### src/rtl/pocket_scan_scheduler_pkg.sv
// Shared types and constants for the pocket scan scheduler and its distance pipeline.
// Optional early-exit behaviour is selected with POCKET_SCAN_EARLY_EXIT_EN.
package pocket_scan_scheduler_pkg;

  localparam int N_BALLS      = 5;
  localparam int N_POCKETS    = 6;
  localparam int COORD_W      = 11;
  localparam int DIFF_W       = 12;
  localparam int DSQ_W        = 23;
  localparam int BALL_IDX_W   = 3;
  localparam int POCKET_IDX_W = 3;

  localparam logic [DSQ_W-1:0] DISTANCE_SQUARED = 23'd1023;

  typedef enum logic [1:0] {
    IDLE  = 2'd0,
    ISSUE = 2'd1,
    DRAIN = 2'd2,
    DONE  = 2'd3
  } scan_state_t;

  // Widening subtract so the full coordinate span never wraps.
  function automatic logic signed [DIFF_W-1:0] coord_diff(
    input logic signed [COORD_W-1:0] a,
    input logic signed [COORD_W-1:0] b
  );
    logic signed [DIFF_W-1:0] a_ext;
    logic signed [DIFF_W-1:0] b_ext;
    a_ext = DIFF_W'(a);
    b_ext = DIFF_W'(b);
    return a_ext - b_ext;
  endfunction

endpackage

### src/rtl/pocket_scan_scheduler_dist_sq_pipe.sv
// Two-stage subtract / square-and-sum pipeline; the ball tag and valid bit ride along.
// Used identically with and without POCKET_SCAN_EARLY_EXIT_EN.
module dist_sq_pipe
  import pocket_scan_scheduler_pkg::*;
(
  input  logic                        clk,
  input  logic                        reset,
  input  logic                        issue_valid,
  input  logic [BALL_IDX_W-1:0]       issue_tag,
  input  logic signed [COORD_W-1:0]   ball_x,
  input  logic signed [COORD_W-1:0]   ball_y,
  input  logic signed [COORD_W-1:0]   pocket_x,
  input  logic signed [COORD_W-1:0]   pocket_y,
  output logic                        res_valid,
  output logic [BALL_IDX_W-1:0]       res_tag,
  output logic [DSQ_W-1:0]            res_dsq
);

  logic                      s1_valid;
  logic [BALL_IDX_W-1:0]     s1_tag;
  logic signed [DIFF_W-1:0]  s1_dx;
  logic signed [DIFF_W-1:0]  s1_dy;

  logic [DSQ_W-1:0] dx_ext;
  logic [DSQ_W-1:0] dy_ext;
  logic [DSQ_W-1:0] sq_sum;

  always_ff @(posedge clk or posedge reset) begin
    if (reset) begin
      s1_valid <= 1'b0;
      s1_tag   <= '0;
      s1_dx    <= '0;
      s1_dy    <= '0;
    end else begin
      s1_valid <= issue_valid;
      s1_tag   <= issue_tag;
      s1_dx    <= coord_diff(pocket_x, ball_x);
      s1_dy    <= coord_diff(pocket_y, ball_y);
    end
  end

  // Squares are taken modulo 2^DSQ_W on sign-extended operands; the true sum
  // always fits in DSQ_W bits, so the low bits are exact.
  always_comb begin
    dx_ext = {{(DSQ_W-DIFF_W){s1_dx[DIFF_W-1]}}, s1_dx};
    dy_ext = {{(DSQ_W-DIFF_W){s1_dy[DIFF_W-1]}}, s1_dy};
    sq_sum = (dx_ext * dx_ext) + (dy_ext * dy_ext);
  end

  always_ff @(posedge clk or posedge reset) begin
    if (reset) begin
      res_valid <= 1'b0;
      res_tag   <= '0;
      res_dsq   <= '0;
    end else begin
      res_valid <= s1_valid;
      res_tag   <= s1_tag;
      res_dsq   <= sq_sum;
    end
  end

endmodule

### src/rtl/pocket_scan_scheduler.sv
// Frame-based scheduler that scans every (active ball, pocket) pair through one shared
// distance pipeline. Define POCKET_SCAN_EARLY_EXIT_EN to skip a ball's remaining pockets on a hit.
module pocket_scan_scheduler
  import pocket_scan_scheduler_pkg::*;
(
  input  logic                        clk,
  input  logic                        reset,
  input  logic                        frame_start,
  input  logic [N_BALLS-1:0]          ball_active,
  output logic [BALL_IDX_W-1:0]       ball_idx,
  output logic [POCKET_IDX_W-1:0]     pocket_idx,
  input  logic signed [COORD_W-1:0]   ball_x,
  input  logic signed [COORD_W-1:0]   ball_y,
  input  logic signed [COORD_W-1:0]   pocket_x,
  input  logic signed [COORD_W-1:0]   pocket_y,
  output logic                        busy,
  output logic                        done,
  output logic [N_BALLS-1:0]          ball_in,
  output logic                        overrun,
  output scan_state_t                 scan_state
);

  // Handshake: frame_start is a request pulse honoured only in IDLE; done is a
  // one-cycle completion pulse and ball_in stays valid until the next done.

  scan_state_t            state;
  scan_state_t            state_next;
  logic [N_BALLS-1:0]     snap;
  logic [N_BALLS-1:0]     hit_acc;
  logic                   drain_cnt;

  logic                   res_valid;
  logic [BALL_IDX_W-1:0]  res_tag;
  logic [DSQ_W-1:0]       res_dsq;

  logic                   issue_valid;
  logic                   hit_now;
  logic [N_BALLS-1:0]     hit_merged;
  logic                   last_pocket;
  logic                   advance_ball;
  logic                   accept;
  logic                   first_found;
  logic [BALL_IDX_W-1:0]  first_idx;
  logic                   nxt_found;
  logic [BALL_IDX_W-1:0]  nxt_idx;

  // Lowest set bit of mask at or above start; found is 0 when none remain.
  function automatic logic [BALL_IDX_W:0] lowest_from(
    input logic [N_BALLS-1:0] mask,
    input int                 start
  );
    logic                  found;
    logic [BALL_IDX_W-1:0] idx;
    found = 1'b0;
    idx   = '0;
    for (int i = N_BALLS - 1; i >= 0; i--) begin
      if (mask[i] && (i >= start)) begin
        found = 1'b1;
        idx   = BALL_IDX_W'(i);
      end
    end
    return {found, idx};
  endfunction

  dist_sq_pipe u_pipe (
    .clk         (clk),
    .reset       (reset),
    .issue_valid (issue_valid),
    .issue_tag   (ball_idx),
    .ball_x      (ball_x),
    .ball_y      (ball_y),
    .pocket_x    (pocket_x),
    .pocket_y    (pocket_y),
    .res_valid   (res_valid),
    .res_tag     (res_tag),
    .res_dsq     (res_dsq)
  );

  always_comb begin
    issue_valid = (state == ISSUE);
    accept      = (state == IDLE) && frame_start;
    hit_now     = res_valid && (res_dsq <= DISTANCE_SQUARED);
    hit_merged  = hit_acc;
    if (hit_now) begin
      hit_merged = hit_acc | (N_BALLS'(1) << res_tag);
    end
    last_pocket = (pocket_idx == POCKET_IDX_W'(N_POCKETS - 1));
`ifdef POCKET_SCAN_EARLY_EXIT_EN
    advance_ball = last_pocket || (hit_now && (res_tag == ball_idx));
`else
    advance_ball = last_pocket;
`endif
    {first_found, first_idx} = lowest_from(ball_active, 0);
    {nxt_found, nxt_idx}     = lowest_from(snap, int'(ball_idx) + 1);
  end

  always_comb begin
    state_next = state;
    case (state)
      IDLE:  if (frame_start) state_next = first_found ? ISSUE : DRAIN;
      ISSUE: if (advance_ball && !nxt_found) state_next = DRAIN;
      DRAIN: if (drain_cnt) state_next = DONE;
      DONE:  state_next = IDLE;
      default: state_next = IDLE;
    endcase
  end

  always_ff @(posedge clk or posedge reset) begin
    if (reset) begin
      state <= IDLE;
    end else begin
      state <= state_next;
    end
  end

  always_ff @(posedge clk or posedge reset) begin
    if (reset) begin
      snap       <= '0;
      hit_acc    <= '0;
      ball_in    <= '0;
      ball_idx   <= '0;
      pocket_idx <= '0;
      drain_cnt  <= 1'b0;
      overrun    <= 1'b0;
    end else begin
      overrun <= frame_start && (state != IDLE);
      hit_acc <= accept ? '0 : hit_merged;
      case (state)
        IDLE: begin
          if (frame_start) begin
            snap       <= ball_active;
            ball_idx   <= first_idx;
            pocket_idx <= '0;
            drain_cnt  <= 1'b0;
          end
        end
        ISSUE: begin
          if (advance_ball) begin
            pocket_idx <= '0;
            if (nxt_found) ball_idx <= nxt_idx;
          end else begin
            pocket_idx <= pocket_idx + POCKET_IDX_W'(1);
          end
        end
        DRAIN: begin
          drain_cnt <= 1'b1;
          // The final pipeline result is still in stage 2 here, so merge it in.
          if (drain_cnt) ball_in <= hit_merged & snap;
        end
        DONE: drain_cnt <= 1'b0;
        default: drain_cnt <= 1'b0;
      endcase
    end
  end

  assign busy       = (state != IDLE);
  assign done       = (state == DONE);
  assign scan_state = state;

endmodule
### config.mk
export PLATFORM = sky130hd
export DESIGN_NAME = pocket_scan_scheduler
export DESIGN_NICKNAME = d
export VERILOG_FILES = /design/src/rtl/pocket_scan_scheduler_pkg.sv /design/src/rtl/pocket_scan_scheduler_dist_sq_pipe.sv /design/src/rtl/pocket_scan_scheduler.sv
export SDC_FILE = /design/constraint.sdc
export NUM_CORES = 1
export LEC_CHECK = 0
export ABC_AREA = 1
export CORE_ASPECT_RATIO = 1.5
export CORE_UTILIZATION = 57
export DETAILED_ROUTE_END_ITERATION = 6
export PLACE_DENSITY = 0.79
export SYNTH_ARGS = -nofsm -noshare
export SYNTH_HDL_FRONTEND = slang
export SYNTH_SLANG_ARGS = --single-unit
### constraint.sdc
create_clock -name clk -period 5.6 [get_ports clk]
set_input_delay 0.56 -clock clk [delete_from_list [all_inputs] [get_ports clk]]
set_output_delay 0.56 -clock clk [all_outputs]
set_load 0.02 [all_outputs]
==> summary.txt, run 1 <==
status: finished, violations left
violated checks: negative setup slack
CP Data Required Time: 5870 ps
First DRT Iteration DRCs: 562
Root Buffer: clkbuf_16
final hold violation count: 0
H-tree levels: 3
met3 WL post-DR: 1010 um
critical path peak fanout: 5
initial antenna violation count: 0
Sink Count: 70
Register Area: 1770 um^2
Final Wtd Congestion: 0.901
Async SR Flop Fraction: 1.00
CTS clk-pin slew, worst paths: 60 ps
worst min path class: register to register
total nets after synthesis: 1981
final WL: 33600 um
most frequent cells in the layout: inv_1 (467), fa_1 (254), nand2_1 (248), buf_4 (139), ha_1 (105)
Placeable Area: 23000 um^2
wl on met1: 11400 um
Ports: 68
total track usage: 0.282
uppermost layer routed: met4
synth warn: 0
unrepaired setup endpoints after global routing: true
Max Clock Skew: 7.67 ps
cell area after synthesis: 13300 um^2
Antenna Cells: 0
detailed-route vias per instance: 5.22
Yosys cell types: 43
top-area cell type share of the netlist area: 0.406
met2 wire length: 18900 um
Synth area leader: fa_1
CTS buffer count: 9
top_reg_cell synth: dfrtp_1
vias: 10687
area grow syn2layout: 25.3%
latest clock arrival within the worst-skew pair: 350 ps
Slew HR: 0.367
Hold Buf Count CTS: 0
final worst slack: -413 ps
largest cells by area after synthesis: fa_1 (41%), inv_1 (14%), dfrtp_1 (13%), ha_1 (11%), nand2_1 (7.9%)
syn avg cell area: 8.65 um^2
port buffer count: 67
Critical Setup Path Class: register to register
CTS tree: yes
global-route wire length before repair: 52600 um
Crit. End Element: register
GRT overflow: 0
clk buf depth: 2
drt pass-1 iters: 5
fin crit period: 6010 ps
commonest non-fill, non-tap cell in the layout: inv_1
layout cells sized above 1: 0.204
Final nets: 2203
largest net degree at the start of global routing: 71
Post-Synthesis Cells: 1540
fillers: 1560
Die H: 189 um
maximum clock frequency: 0.166 GHz
Final period util: 1.07
footprint of the multi-input gates: 10200 um^2
CP startpoint kind: register
Final Setup Violations: 11
Crit path arrival time: 6290 ps
Avg WL per Cell: 16.4 um
Routed Antenna Nets: 0
row cnt: 68
Starting Density: 0.580
Final TNS setup: -2630 ps
Die W: 127 um
EDFF count, synth: 0
vias in the first global route: 11650
Synth Register Bits: 70
die area: 24000 um^2
Post-DP HPWL: 25500 um
Slew @ Worst Pin: 949 ps
max-slew violations: 0
DR DRC count: 0
sequential fraction of the synthesis area: 0.132
Max-Cap Viols: 0
## synthesized netlist by cell type (2+ instances only)
library cell / count
nor2_2: 3
nor3_1: 9
a31oi_1: 6
fa_1: 270
nand2_1: 280
o31ai_1: 2
clkbuf_1: 24
nand3_1: 31
nand2_2: 5
a21o_1: 7
ha_1: 119
or2_2: 4
a21oi_1: 29
nor3b_1: 2
inv_1: 497
o21ai_1: 7
nand4_1: 6
o21ai_2: 4
xor2_1: 28
dfrtp_1: 70
a31oi_2: 2
nor2_1: 61
o21ai_0: 21
xnor2_1: 14
o21bai_1: 6
nor3_2: 2
o21bai_2: 2
a21oi_2: 5
nand3b_1: 3
a211oi_1: 3
inv_2: 6
## cells by family (layout without fill, tap and decap cells)
family                     Yosys count  in the layout  share of synthesized area
AOI/OAI and AO/OA                  101            101                     0.0483
xor gates and xnor gates            42             42                     0.0276
adders and majority gates          389            389                      0.518
buffers and inverters              528            755                      0.149
DFF                                 70             70                      0.132
and+or+nand+nor                    410            410                      0.126
## critical path, stage by stage, from the launching register on
cell	delay, ps
dfrtp_2	450
buf_4	160
nand2_1	130
buf_4	150
inv_1	50
fa_1	560
fa_1	490
fa_1	530
fa_1	540
fa_1	510
fa_1	520
inv_1	50
fa_1	550
inv_2	70
ha_4	290
buf_4	160
nand2_4	90
nor3b_4	190
nand4_1	160
nand3_2	120
xor2_1	150
## layer usage
| layer | global-route usage | vias to the layer above |
|---|---|---|
| met5 | 0 | - |
| met4 | 0.176 | 0 |
| met3 | 0.0249 | 159 |
| met2 | 0.533 | 309 |
| met1 | 0.300 | 5363 |
| li1 | - | 4856 |
## cell type report
class,instances,area share
clock buffers,10,0.0143
clock inverters,6,0.00555
inverters,504,0.114
multi-input cells,942,0.613
flip-flops and latches,70,0.106
well taps,280,0.0210
repair buffers,235,0.126
## worst paths after layout
kind / from / to / slack (ps) / cells past startpoint
setup / recovery: u_pipe.s1_dy[11]$_DFF_PP0_ / u_pipe.res_dsq[21]$_DFF_PP0_ / -410 / 20
hold / removal: u_pipe.s1_valid$_DFF_PP0_ / u_pipe.res_valid$_DFF_PP0_ / 350 / 0
setup reg to reg: u_pipe.s1_dy[11]$_DFF_PP0_ / u_pipe.res_dsq[21]$_DFF_PP0_ / -410 / 20
hold reg to reg: u_pipe.s1_valid$_DFF_PP0_ / u_pipe.res_valid$_DFF_PP0_ / 350 / 0
max in group asynchronous: reset / u_pipe.s1_dx[0]$_DFF_PP0_ / 4090 / 3
min in group asynchronous: reset / u_pipe.s1_dy[10]$_DFF_PP0_ / 780 / 3
## sequential cells by signal, indices dropped and copies added (netlist names)
signal            flops
ball_idx              3
u_pipe.s1_tag         3
hit_acc               5
overrun               1
drain_cnt             1
u_pipe.s1_valid       1
u_pipe.res_valid      1
u_pipe.s1_dy         12
u_pipe.res_tag        3
ball_in               5
scan_state            2
u_pipe.res_dsq       13
snap                  5
u_pipe.s1_dx         12
pocket_idx            3
## repair_timing
action | CTS | global route
setup endpoints to repair | 13 | 13
cloned | 1 | 0
setup buffers | 21 | 25
pin swaps | 53 | 97
resized for setup | 102 | 94
## stage by stage
step	std cells	cell area, um^2	worst slack [ps]	util	hold WS [ps]
after floorplan	1540	13400	4.02	-	331
after global placement	1985	15300	-337	0.664	333
after detailed placement	1985	15300	-441	0.664	339
after CTS	2023	16100	-284	0.703	352
after global routing	2047	16700	-576	0.727	364
final	2047	16700	-413	0.727	352
Power of run 1 is not shown: default switching activity piles up to over one toggle a cycle in this logic, so the estimate is an artifact.
==> inputs of run 2 (changes only) <==
--- a/config.mk
+++ b/config.mk
@@ -6,6 +6,7 @@
 export NUM_CORES = 1
 export LEC_CHECK = 0
 export ABC_AREA = 1
+export ABC_CLOCK_PERIOD_IN_PS = 5600
 export CORE_ASPECT_RATIO = 1.5
 export CORE_UTILIZATION = 57
 export DETAILED_ROUTE_END_ITERATION = 6
==> results of run 2 <==
The final DEF is identical to that of run 1; final timing and power are the same.
Power of run 2 is left out for the same reason.
==> inputs of run 3 (changes only) <==
--- a/config.mk
+++ b/config.mk
@@ -8,9 +8,10 @@
 export ABC_AREA = 1
 export ABC_CLOCK_PERIOD_IN_PS = 5600
 export CORE_ASPECT_RATIO = 1.5
+export CORE_MARGIN = 3
 export CORE_UTILIZATION = 57
 export DETAILED_ROUTE_END_ITERATION = 6
-export PLACE_DENSITY = 0.79
+export PLACE_DENSITY = 0.85
 export SYNTH_ARGS = -nofsm -noshare
 export SYNTH_HDL_FRONTEND = slang
 export SYNTH_SLANG_ARGS = --single-unit
==> run 3 against run 2 <==
  * The run still ends with negative setup slack left
  * Cell count shrank 1.4%
  * Maximum frequency fell by 2.1%
  * Count of clock-buffer cells in the layout unchanged
  * Core utilization fell by 0.77 points
  * Clock skew fell by 0.95 ps
  * Via count is 0.61% lower
  * Non-clock buffer count fell by 24
  * Critical path type unchanged
  * Critical endpoint unchanged
==> summary.txt, run 3 (synthesis gave the netlist of run 1 again) <==
Final Wtd Congestion: 0.929
Setup WS pre-CTS: -486 ps
max-slew violations: 0
Sink Count: 70
layout cells sized above 1: 0.172
CTS buffer count: 9
Final nets: 2179
met3 Usage GRT: 0.0287
Max-Cap Viols: 0
vias: 10622
met2 usage: 0.490
CTS clk-pin slew, worst paths: 60 ps
Final TNS setup: -3260 ps
drt pass-1 iters: 5
CP Data Required Time: 5870 ps
commonest non-fill, non-tap cell in the layout: inv_1
fillers: 1515
Crit. End Element: register
Post-DP HPWL: 26200 um
Placed Cells: 1979
port buffer count: 67
most frequent cells in the layout: inv_1 (475), fa_1 (259), nand2_1 (256), buf_4 (126), ha_1 (104)
area grow syn2layout: 22.2%
Critical Setup Path Class: register to register
Final period util: 1.10
row cnt: 67
Ports: 68
global-route wire length before repair: 53800 um
final WL: 33300 um
CP startpoint kind: register
Crit path arrival time: 6410 ps
Slew HR: 0.382
status: finished, violations left
maximum clock frequency: 0.163 GHz
CTS tree: yes
final worst slack: -541 ps
H-tree levels: 3
worst min path class: register to register
Global Route met1 Usage: 0.285
detailed-route vias per instance: 5.26
Final Instance Area: 16300 um^2
die area: 25300 um^2
total track usage: 0.272
Placeable Area: 22600 um^2
registers with the most flip-flops: u_pipe.res_dsq: 13 flops, u_pipe.s1_dx: 12 flops, u_pipe.s1_dy: 12 flops
First DRT Iteration DRCs: 647
Die H: 193 um
Avg WL per Cell: 16.5 um
Hold Buf Count CTS: 0
Die W: 131 um
DR DRC count: 0
largest net degree at the start of global routing: 71
fin crit period: 6140 ps
Slew @ Worst Pin: 928 ps
Most Crowded Layer GR: met2
GRT overflow: 0
Root Buffer: clkbuf_16
initial antenna violation count: 0
Final Non-Filler Cells: 2019
area post-placement: 15200 um^2
Biggest register: u_pipe.res_dsq
final hold violation count: 0
Antenna Cells: 0
clk buf depth: 2
violated checks: negative setup slack
Routed Antenna Nets: 0
Max Clock Skew: 6.72 ps
unrepaired setup endpoints after global routing: true
latest clock arrival within the worst-skew pair: 350 ps
critical path peak fanout: 7
Starting Density: 0.589
Final Setup Violations: 12
vias in the first global route: 11892
Largest register FFs: 13
==> run 3: changes by cell type in the layout (fill, tap and decap cells not counted), moves of 8 or more <==
| cell | delta |
|---|---|
| buf_4 | -13 |
| inv_1 | +8 |
| inv_2 | -8 |
| nand2_1 | +8 |
==> run 3: critical path, stage by stage, from the launching register on <==
cell and delay, ps:
dfrtp_2 440, buf_4 170, nand2_1 100, inv_1 110, fa_2 600, inv_1 100
fa_1 490, fa_1 560, fa_1 600, fa_1 440, fa_1 510, fa_2 620
inv_2 70, ha_4 270, inv_1 80, nor3_4 210, nor3b_4 250, nand4_1 170
nand3_2 130, xor2_1 140
==> run 3: final timing paths <==
check	startpoint	to	slack (ps)	depth (start not counted)
min in group asynchronous	reset	u_pipe.s1_dy[9]$_DFF_PP0_	790	3
worst max-delay path	u_pipe.s1_dx[11]$_DFF_PP0_	u_pipe.res_dsq[21]$_DFF_PP0_	-540	19
worst min-delay path	u_pipe.s1_tag[2]$_DFF_PP0_	u_pipe.res_tag[2]$_DFF_PP0_	360	0
worst max register to register	u_pipe.s1_dx[11]$_DFF_PP0_	u_pipe.res_dsq[21]$_DFF_PP0_	-540	19
worst min register to register	u_pipe.s1_tag[2]$_DFF_PP0_	u_pipe.res_tag[2]$_DFF_PP0_	360	0
max in group asynchronous	reset	u_pipe.s1_dx[1]$_DFF_PP0_	4120	3
==> run 3: metrics by stage <==
step,util,hold slack (ps)
2_1_floorplan,-,331
3_3_place_gp,0.671,333
3_5_place_dp,0.671,336
4_1_cts,0.708,357
5_1_grt,0.719,358
6_report,0.719,360
==> run 3: cell type report <==
cell class,count,area (um^2),area share
clock buffers,10,229,0.0141
inverters,504,1900,0.117
well taps,276,345,0.0212
clock inverters,6,93.8,0.00577
flip-flops and latches,70,1760,0.108
multi-input cells,942,10100,0.621
repair buffers,211,1830,0.112
==> run 3: what timing repair did <==
action / in CTS / in global routing
pin swaps: 61 / 41
gates resized for setup: 92 / 47
setup endpoints to repair: 13 / 13
setup buffers: 18 / 7
==> run 3: metal layers <==
layer  share of wire  routed length, um
met1            0.33              10800
met2            0.55              18400
met3           0.041               1350
met4           0.080               2670
met5               0                  0
Power of run 3 is left out for the same reason.
==> RTL edit (flow settings as in run 3) <==
Build with the macro `POCKET_SCAN_EARLY_EXIT_EN` defined.
--- a/src/rtl/pocket_scan_scheduler.sv
+++ b/src/rtl/pocket_scan_scheduler.sv
@@ -1,4 +1,6 @@
 // Frame-based scheduler that scans every (active ball, pocket) pair through one shared
 // distance pipeline. Define POCKET_SCAN_EARLY_EXIT_EN to skip a ball's remaining pockets on a hit.
+`define POCKET_SCAN_EARLY_EXIT_EN
+
 module pocket_scan_scheduler
   import pocket_scan_scheduler_pkg::*;
Function: changed (a bounded check fails within 10 cycles, from zero or initial values and one cycle with reset high).
==> RTL edit against run 3 <==
The flow finishes with violations (design-rule violations, negative setup slack). Critical endpoint is now u_pipe.res_dsq[20]$_DFF_PP0_. Sequential share of layout area down 0.40 points. Core utilization increased by 1.6 points. Clock skew is 0.0095 ns higher. Sequential cell count stayed put. Critical path type unchanged. Cell area grew 4.5%. Worst setup slack got worse by 0.25 ns. Area after synthesis is 1.1% higher. Global-route usage rose by 5.1 points. Largest cell class unchanged. Via count rose by 16%. Wire length grew 40%.
Power is left out: the tool's default activity adds up to more than one toggle a clock period on the data nets, which glitch-free logic cannot reach.
==> RTL edit: results (changes against run 3) <==
bufAreaShareNonClock: 0.1318  # +0.01949
setup_total_negative_slack_ns: -6.620  # -3.361 ns
detail_route.wirelength_mm: 46.44  # +40%
first_global_vias: 13450  # +13%
syn_to_final_growth_pct: 26.31
first_pass_iters: 7  # +2
route.detailed.drc: 3  # +3
area.share.sequential: 0.1044  # -0.003951
violations: "design-rule violations, negative setup slack"
grt_first_pass_wirelength_mm: 64.96  # +21%
global_route.usage.met3: 0.06620  # +0.03750
met3RoutedLength_mm: 4.904  # +260%
layout.clock.cell_area_share: 0.01810  # -0.001741
run_status: "finished, violations left"
drt-initial-drc-count: 1257  # +94%
synth_cell_type_count: 40  # -7.0%
layout.cells.non_filler: 2135  # +5.7%
nNetsFinal: 2258  # +3.6%
fill_cells: 1462  # -3.5%
worstPathArrival_ns: 6.67  # +0.26 ns
tightestPinTransition_ns: 0.9897  # +0.06217 ns
slowest_delay_ns: 0.74  # +0.12 ns
routed-via-count: 12330  # +16%
synth_sequential_area_ratio: 0.1301  # -0.001417
post-route-worst-setup-slack_ns: -0.7868  # -0.2455 ns
timing.final.setup_violations: 13  # +1
nonClockBufferCount: 253  # +20%
place_ws_ns: -0.4167  # +0.06923 ns
reg2reg_setup_slack_ns: -0.79  # -0.25 ns
synth.cells.most_frequent: "inv_1 (499), nand2_1 (300), fa_1 (270)"
nMultiInputCombCells: 977  # +3.7%
clock_skew_ns: 0.01625  # +0.009531 ns
==> RTL edit: cell types whose count changed after synthesis, sizes merged, moves of 3 or more <==
cell / run 3 / this run
nand3: 31 / 45
nand4: 6 / 12
nand2: 285 / 304
nor3: 11 / 5
a31oi: 8 / 5
nor3b: 3 / 0
o21bai: 8 / 4
a21oi: 34 / 37
xnor2: 14 / 19
==> RTL edit: logic make-up (layout without fill, tap and decap cells) <==
group / Yosys count / in the layout / synth area share
AOI/OAI and AO/OA: 99 / 99 / 0.04312
xor gates and xnor gates: 49 / 49 / 0.03187
adders and majority gates: 391 / 391 / 0.5138
buffers and inverters: 530 / 773 / 0.1478
DFF: 70 / 70 / 0.1301
and+or+nand+nor: 438 / 438 / 0.1332
==> RTL edit: path summary, 6_finish.rpt <==
path                            cells after the start                  startpoint                           end
max in group asynchronous                           3                       reset     u_pipe.s1_dx[4]$_DFF_PP0_
worst min register to register                      0  u_pipe.s1_tag[1]$_DFF_PP0_   u_pipe.res_tag[1]$_DFF_PP0_
worst min-delay path                                0  u_pipe.s1_tag[1]$_DFF_PP0_   u_pipe.res_tag[1]$_DFF_PP0_
min in group asynchronous                           3                       reset    u_pipe.s1_dy[10]$_DFF_PP0_
worst max register to register                     21  u_pipe.s1_dx[11]$_DFF_PP0_  u_pipe.res_dsq[20]$_DFF_PP0_
worst max-delay path                               21  u_pipe.s1_dx[11]$_DFF_PP0_  u_pipe.res_dsq[20]$_DFF_PP0_
==> RTL edit: what timing repair did <==
action	CTS	global route
endpoints found under the setup margin	13	13
hold buffers	0	0
setup buffers	41	18
gates resized for setup	141	87
pin swaps	69	49
